**config.mk**
```make
export PLATFORM = sky130hd
export DESIGN_NAME = fir_mac_seq_flat
export DESIGN_NICKNAME = d
export VERILOG_FILES = /design/src/rtl/fir_mac_seq_pkg.sv /design/src/rtl/fir_mac_seq_if.sv /design/src/rtl/fir_mac_seq_round_sat.sv /design/src/rtl/fir_mac_seq.sv /design/src/flat_wrapper.sv
export SDC_FILE = /design/constraint.sdc
export NUM_CORES = 1
export LEC_CHECK = 0
export ABC_AREA = 1
export BUFFER_PORTS_ARGS = -buffer_cell sky130_fd_sc_hd__buf_4
export CORE_MARGIN = 2
export CORE_UTILIZATION = 44
export DETAILED_ROUTE_END_ITERATION = 10
export HOLD_SLACK_MARGIN = 0.08
export PLACE_DENSITY = 0.76
export SETUP_SLACK_MARGIN = 0.4
export SYNTH_ARGS = -nofsm -noshare
export SYNTH_HDL_FRONTEND = slang
export SYNTH_SLANG_ARGS = --single-unit
```
**constraint.sdc**
```tcl
create_clock -name clk -period 2.3 [get_ports clk]
set_clock_uncertainty 0.05 [all_clocks]
set_input_delay 0.115 -clock clk [delete_from_list [all_inputs] [get_ports clk]]
set_output_delay 0.115 -clock clk [all_outputs]
set_load 0.02 [all_outputs]
```
**src/rtl/fir_mac_seq_pkg.sv**
```systemverilog
// Shared definitions for the sequential single-MAC FIR engines: default
// geometry of the tap bus, FSM state encoding and small sizing helpers.
package fir_mac_seq_pkg;

    // Default geometry of the shared tap bus
    localparam int BITS_PER_ELEM_DEF = 8;
    localparam int NUM_TAPS_DEF      = 9;
    localparam int TOTAL_BITS_DEF    = NUM_TAPS_DEF * BITS_PER_ELEM_DEF;
    localparam int COEF_BITS_DEF     = 8;
    localparam int OUT_BITS_DEF      = 8;

    // Offset-binary tap elements carry their inverted sign in this bit
    localparam int OB_MSB_DEF = BITS_PER_ELEM_DEF - 1;

    // Engine sequencing states
    typedef enum logic [1:0] {
        IDLE = 2'd0,
        MAC  = 2'd1,
        DONE = 2'd2
    } fir_state_t;

    // Accumulator width: full product width plus headroom for summing all taps
    function automatic int acc_bits(input int elem_bits, input int coef_bits, input int num_taps);
        return elem_bits + coef_bits + $clog2(num_taps);
    endfunction

    // Tap index counter width, never narrower than one bit
    function automatic int idx_bits(input int num_taps);
        return (num_taps > 1) ? $clog2(num_taps) : 1;
    endfunction

endpackage

```
**src/rtl/fir_mac_seq_if.sv**
```systemverilog
// Start/tap request and result bundle between the tap shift register side
// and one FIR engine. The engine is the slave; the tap source is the master.
interface fir_mac_seq_if #(
    parameter int TOTAL_BITS = 72,
    parameter int OUT_BITS   = 8
);

    logic                        i_start_calc;
    logic [TOTAL_BITS-1:0]       i_taps;
    logic signed [OUT_BITS-1:0]  o_value;
    logic                        o_valid;
    logic                        o_busy;
    logic                        o_dropped;

    modport master (
        output i_start_calc,
        output i_taps,
        input  o_value,
        input  o_valid,
        input  o_busy,
        input  o_dropped
    );

    modport slave (
        input  i_start_calc,
        input  i_taps,
        output o_value,
        output o_valid,
        output o_busy,
        output o_dropped
    );

endinterface

```
**src/rtl/fir_mac_seq_round_sat.sv**
```systemverilog
// Combinational round-half-up + arithmetic right shift + signed saturation.
// Kept separate so sibling band filters can reuse the same output stage.
module fir_round_sat #(
    parameter int IN_BITS  = 20,
    parameter int SHIFT    = 0,
    parameter int OUT_BITS = 8
) (
    input  logic signed [IN_BITS-1:0]  din,
    output logic signed [OUT_BITS-1:0] dout
);

    // One guard bit so adding the rounding constant can never wrap
    localparam int EXT_W   = IN_BITS + 1;
    localparam int HALF_SH = (SHIFT > 0) ? SHIFT - 1 : 0;

    localparam logic signed [EXT_W-1:0] HALF =
        (SHIFT > 0) ? (EXT_W'(1) <<< HALF_SH) : '0;

    // Saturation only matters when the output is narrower than the rounded value
    localparam bit NEED_SAT = (OUT_BITS < EXT_W);

    localparam logic signed [EXT_W-1:0] SAT_MAX =
        EXT_W'((64'sd1 <<< (OUT_BITS - 1)) - 64'sd1);
    localparam logic signed [EXT_W-1:0] SAT_MIN = ~SAT_MAX;

    function automatic logic signed [EXT_W-1:0] round_fn(input logic signed [IN_BITS-1:0] x);
        logic signed [EXT_W-1:0] xe;
        xe = EXT_W'(x);
        return (xe + HALF) >>> SHIFT;
    endfunction

    function automatic logic signed [OUT_BITS-1:0] sat_fn(input logic signed [EXT_W-1:0] x);
        logic signed [OUT_BITS-1:0] y;
        if (!NEED_SAT) begin
            y = OUT_BITS'(x);
        end else if (x > SAT_MAX) begin
            y = OUT_BITS'(SAT_MAX);
        end else if (x < SAT_MIN) begin
            y = OUT_BITS'(SAT_MIN);
        end else begin
            y = OUT_BITS'(x);
        end
        return y;
    endfunction

    // Output stage: round first, then clamp into the signed output range
    always_comb begin
        dout = sat_fn(round_fn(din));
    end

endmodule

```
**src/rtl/fir_mac_seq.sv**
```systemverilog
// Sequential single-MAC FIR engine. On a start pulse it snapshots the packed
// offset-binary tap window, accumulates one tap*coefficient product per clock
// through a single multiplier, then presents one rounded, saturated sample
// with a one-cycle valid strobe. Starts arriving mid-calculation are dropped
// and flagged; a start arriving in the result cycle is accepted directly.
module fir_mac_seq
    import fir_mac_seq_pkg::*;
#(
    parameter int BITS_PER_ELEM = BITS_PER_ELEM_DEF,
    parameter int NUM_TAPS      = NUM_TAPS_DEF,
    parameter int TOTAL_BITS    = NUM_TAPS * BITS_PER_ELEM,
    parameter int COEF_BITS     = COEF_BITS_DEF,
    parameter logic [NUM_TAPS*COEF_BITS-1:0] COEFFS = '0,
    parameter int SHIFT         = 0,
    parameter int OUT_BITS      = OUT_BITS_DEF
) (
    input  logic          clk,
    input  logic          rst,
    fir_mac_seq_if.slave  bus
);

    localparam int ACC_BITS = acc_bits(BITS_PER_ELEM, COEF_BITS, NUM_TAPS);
    localparam int IDX_W    = idx_bits(NUM_TAPS);
    localparam int PROD_W   = BITS_PER_ELEM + COEF_BITS;

    localparam logic [IDX_W-1:0] LAST_IDX = IDX_W'(NUM_TAPS - 1);

    fir_state_t                  state;
    logic [IDX_W-1:0]            idx;
    logic signed [ACC_BITS-1:0]  acc;
    logic [TOTAL_BITS-1:0]       snap;
    logic signed [OUT_BITS-1:0]  value_p0;
    logic                        vld_p0;
    logic                        busy_p0;
    logic                        dropped_p0;

    logic [BITS_PER_ELEM-1:0]    tap_sel;
    logic signed [BITS_PER_ELEM-1:0] tap_s;
    logic signed [COEF_BITS-1:0] coef_s;
    logic signed [PROD_W-1:0]    prod;
    logic signed [ACC_BITS-1:0]  acc_next;
    logic signed [OUT_BITS-1:0]  rs_out;

    // Tap/coefficient mux feeding the single multiplier; offset-binary tap
    // becomes two's complement by flipping its MSB
    always_comb begin
        tap_sel  = snap[int'(idx)*BITS_PER_ELEM +: BITS_PER_ELEM];
        tap_s    = {~tap_sel[BITS_PER_ELEM-1], tap_sel[BITS_PER_ELEM-2:0]};
        coef_s   = COEFFS[int'(idx)*COEF_BITS +: COEF_BITS];
        prod     = PROD_W'(tap_s) * PROD_W'(coef_s);
        acc_next = acc + ACC_BITS'(prod);
    end

    fir_round_sat #(
        .IN_BITS  (ACC_BITS),
        .SHIFT    (SHIFT),
        .OUT_BITS (OUT_BITS)
    ) u_round_sat (
        .din  (acc),
        .dout (rs_out)
    );

    // Sequencer: snapshot on start, one MAC per cycle, publish result in DONE
    always_ff @(posedge clk or posedge rst) begin
        if (rst) begin
            state      <= IDLE;
            idx        <= '0;
            acc        <= '0;
            snap       <= '0;
            value_p0   <= '0;
            vld_p0     <= 1'b0;
            busy_p0    <= 1'b0;
            dropped_p0 <= 1'b0;
        end else begin
            vld_p0     <= 1'b0;
            dropped_p0 <= 1'b0;
            case (state)
                IDLE: begin
                    if (bus.i_start_calc) begin
                        snap    <= bus.i_taps;
                        acc     <= '0;
                        idx     <= '0;
                        busy_p0 <= 1'b1;
                        state   <= MAC;
                    end
                end
                MAC: begin
                    acc <= acc_next;
                    // A window offered while computing is lost, not queued
                    if (bus.i_start_calc) begin
                        dropped_p0 <= 1'b1;
                    end
                    if (idx == LAST_IDX) begin
                        busy_p0 <= 1'b0;
                        state   <= DONE;
                    end else begin
                        idx <= idx + IDX_W'(1);
                    end
                end
                DONE: begin
                    value_p0 <= rs_out;
                    vld_p0   <= 1'b1;
                    // Back-to-back windows: accept a start here as if idle
                    if (bus.i_start_calc) begin
                        snap    <= bus.i_taps;
                        acc     <= '0;
                        idx     <= '0;
                        busy_p0 <= 1'b1;
                        state   <= MAC;
                    end else begin
                        state <= IDLE;
                    end
                end
                default: begin
                    busy_p0 <= 1'b0;
                    state   <= IDLE;
                end
            endcase
        end
    end

    assign bus.o_value   = value_p0;
    assign bus.o_valid   = vld_p0;
    assign bus.o_busy    = busy_p0;
    assign bus.o_dropped = dropped_p0;

endmodule

```
**src/flat_wrapper.sv**
```systemverilog
// flat-port wrapper written by rule: the top's interface ports become plain ports
module fir_mac_seq_flat import fir_mac_seq_pkg::*;
#(
    parameter int BITS_PER_ELEM = BITS_PER_ELEM_DEF,
    parameter int NUM_TAPS      = NUM_TAPS_DEF,
    parameter int TOTAL_BITS    = NUM_TAPS * BITS_PER_ELEM,
    parameter int COEF_BITS     = COEF_BITS_DEF,
    parameter logic [NUM_TAPS*COEF_BITS-1:0] COEFFS = '0,
    parameter int SHIFT         = 0,
    parameter int OUT_BITS      = OUT_BITS_DEF
)
  (clk, rst, bus_i_start_calc, bus_i_taps, bus_o_value, bus_o_valid, bus_o_busy, bus_o_dropped);
  fir_mac_seq_if #(.TOTAL_BITS(TOTAL_BITS), .OUT_BITS(OUT_BITS)) bus_i ();
  input  logic clk;
  input  logic rst;
  input wire logic [$bits(bus_i.i_start_calc)-1:0] bus_i_start_calc;
  input wire logic [$bits(bus_i.i_taps)-1:0] bus_i_taps;
  output wire logic [$bits(bus_i.o_value)-1:0] bus_o_value;
  output wire logic [$bits(bus_i.o_valid)-1:0] bus_o_valid;
  output wire logic [$bits(bus_i.o_busy)-1:0] bus_o_busy;
  output wire logic [$bits(bus_i.o_dropped)-1:0] bus_o_dropped;
  assign bus_i.i_start_calc = bus_i_start_calc;
  assign bus_i.i_taps = bus_i_taps;
  assign bus_o_value = bus_i.o_value;
  assign bus_o_valid = bus_i.o_valid;
  assign bus_o_busy = bus_i.o_busy;
  assign bus_o_dropped = bus_i.o_dropped;
  fir_mac_seq #(.BITS_PER_ELEM(BITS_PER_ELEM), .NUM_TAPS(NUM_TAPS), .TOTAL_BITS(TOTAL_BITS), .COEF_BITS(COEF_BITS), .COEFFS(COEFFS), .SHIFT(SHIFT), .OUT_BITS(OUT_BITS)) u_core (.clk(clk), .rst(rst), .bus(bus_i));
endmodule
```
==> flow_metrics.py <==
metrics = {
    "clock_tree": {
        "cts_tree": "yes",
        "clkTransAtPathRegs_ns": 0.11,
        "root_buffer": "clkbuf_4",
        "cts.sinks": 37,
        "numCtsBuffers": 5,
        "ctsHoldBuffers": 2,
        "clk_latency_ns": 0.33,
        "clk_path_buf_depth": 2,
        "post_cts_buffers": 0,
        "cts-resized-gates": 0,
        "h-tree-depth": 2,
    },
    "critical_path": {
        "rr_startpoint": "u_core.idx[0]",
        "worst-r2r-setup-slack_ns": 0.95,
        "crit_start": "u_core.idx[0]",
        "path_max_fanout": 6,
        "reg2reg_depth": 6,
        "startpoint_type": "flip-flop",
        "end_kind": "flip-flop",
        "r2r-end": "u_core.idx[3]",
        "worstSetupPathType": "reg -> reg",
        "arrival_ns": 1.53,
        "cp.required_ns": 2.48,
    },
    "layout": {
        "nNetsFinal": 268,
        "layout-drive-gt1-share": 0.198,
        "antenna_cells": 0,
        "syn_to_final_growth_pct": 14.2,
        "fillers": 324,
    },
    "yosys": {
        "ys_seq_elements": 37,
        "synthDistinctLibCells": 21,
        "synthCells": 170,
        "syn_nets": 247,
        "syn-cell-area_sq_um": 1560,
        "synth.avg_cell_area_sq_um": 9.15,
        "yosysWarnings": 0,
        "synth_seq_area_share": 0.595,
    },
    "sta": {
        "hold_slack_ns": 0.378,
        "finalSetupTns_ns": 0,
        "grt_setup_unrepaired": "no",
        "worstMarginPinSlew_ns": 0.452,
        "hold_viol_final": 0,
        "slew_headroom": 0.699,
        "fin_crit_ns": 1.35,
        "fin_crit_sh": 0.587,
        "slew_violations": 0,
        "max_freq_mhz": 741,
        "setup_viol": 0,
    },
    "placed_design": {
        "place.gp.congestion": 0.741,
        "dp_hpwl_mm": 1.52,
        "portBuffers": 13,
    },
    "grt": {
        "grt_remaining_overflow": 0,
        "grt_pass1_wl_mm": 4.29,
        "antenna_found_initial": 0,
        "grt_pass1_vias": 987,
        "grt_max_degree": 38,
        "grt_usage": 0.141,
    },
    "route": {
        "wire_per_inst_microns": 9.41,
        "drtPass1Iterations": 4,
        "vias": 1016,
        "drc": 0,
        "ant_nets": 0,
        "drt_iter0_markers": 44,
        "finalWirelength_mm": 2.24,
        "drt-vias-per-instance": 4.27,
    },
    "floorplan": {
        "core_sq_um": 3360,
        "num_rows": 21,
        "initial_utilization": 0.462,
        "ios": 86,
        "die_y_microns": 63.5,
        "die_area_sq_um": 4030,
        "die_w_microns": 63.5,
    },
    "hold_path": {
        "hp-class": "in -> async",
    },
    "run_status": {
        "status": "completed",
    },
    "power_and_ir_drop": {
        "vdd_drop_max_mv": 0.508,
        "p_leak_nw": 0.924,
        "pwr_density_cell_nw_per_um2": 985,
    },
    "job": {
        "maxCapViolations": 0,
    },
}
[layout make-up]
class                           count  area [sq um]  share of cell area
Clock inverter                      2          10.0             0.00564
Timing Repair Buffer               17           133              0.0747
Clock buffer                        6          41.3              0.0233
Inverter                           29           109              0.0613
Sequential cell                    37           926               0.521
Tap cell                           46          57.6              0.0324
Multi-Input combinational cell    101           499               0.281
[metal layers]
layer  GRT usage  vias up  share of wire
li1            -      545              -
met1       0.193      449           0.53
met2       0.187       16           0.40
met3      0.0554        6          0.047
met4      0.0815        0          0.025
met5           0        -              0
[per-stage QoR]
step	std cells	power, mW	area [sq um]	utilization	worst slack, ns
2_1_floorplan	170	1.27	1560	-	1.08
3_3_place_gp	228	1.44	1700	0.507	0.993
3_5_place_dp	228	1.45	1700	0.507	0.958
4_1_cts	238	1.78	1780	0.528	0.944
5_1_grt	238	1.90	1780	0.528	0.858
6_report	238	1.75	1780	0.528	0.950
[synthesized netlist by cell type]
cell type,count,area (sq um)
o21ai_1,5,25.0
buf_2,2,10.0
nor2_1,27,101
nand3_4,1,17.5
nor3_1,2,10.0
nor2_8,1,20.0
inv_2,4,15.0
inv_1,25,93.8
dfrtp_1,37,926
nor2_4,1,11.3
ha_1,2,25.0
buf_6,1,11.3
nand2_1,46,173
a21oi_1,2,10.0
nand2_2,1,6.26
nand4_1,1,6.26
nand2_4,2,22.5
nand3_2,2,20.0
nor2_2,3,18.8
nor3b_2,1,12.5
nand3_1,4,20.0
[power breakdown]
group / internal [mW] / total (mW) / switching, mW
Sequential: 0.778 / 0.876 / 0.0981
Clock: 0.116 / 0.316 / 0.199
Combinational: 0.230 / 0.557 / 0.327
[layout by cell type (no fill, tap or decap), types with 3 or more instances in the layout]
cell type,n
dfrtp_1,37
inv_2,4
nor2_2,3
inv_1,25
nand2_1,46
clkbuf_4,5
nor2_1,27
nand3_1,4
o21ai_1,5
buf_4,15
[logic make-up (layout without fill, tap and decap cells)]
family	Yosys count	in the layout	share of synthesized area
buf+inv	32	54	0.0837
fa+ha+maj	2	2	0.0161
simple gates	92	92	0.282
compound gates	7	7	0.0225
flops	37	37	0.595
[worst max path at each step]
stage                                to  slack [ns]  cells past startpoint
final                     u_core.idx[3]        0.95                      6
after global routing      u_core.idx[3]        0.86                      6
after CTS                 u_core.idx[3]        0.94                      6
after detailed placement  u_core.idx[3]        0.96                      6
after global placement    u_core.idx[3]        0.99                      6
after floorplan           u_core.idx[3]        1.08                      6
[worst max-delay path, cell delays in order, from the launching register on]
cell and delay, ns:
dfrtp_1 0.43, inv_1 0.06, ha_1 0.21, nand3_2 0.11, nand3_4 0.11, nor3_1 0.20
nor3b_2 0.07
[sequential cells by signal, indices dropped and copies added (netlist names)]
register and count:
u_core.acc 20, u_core.bus.o_value 8, u_core.idx 4, u_core.state 2, u_core.bus.o_busy 1, u_core.bus.o_dropped 1, u_core.bus.o_valid 1
(Power assumes the default switching activity.)
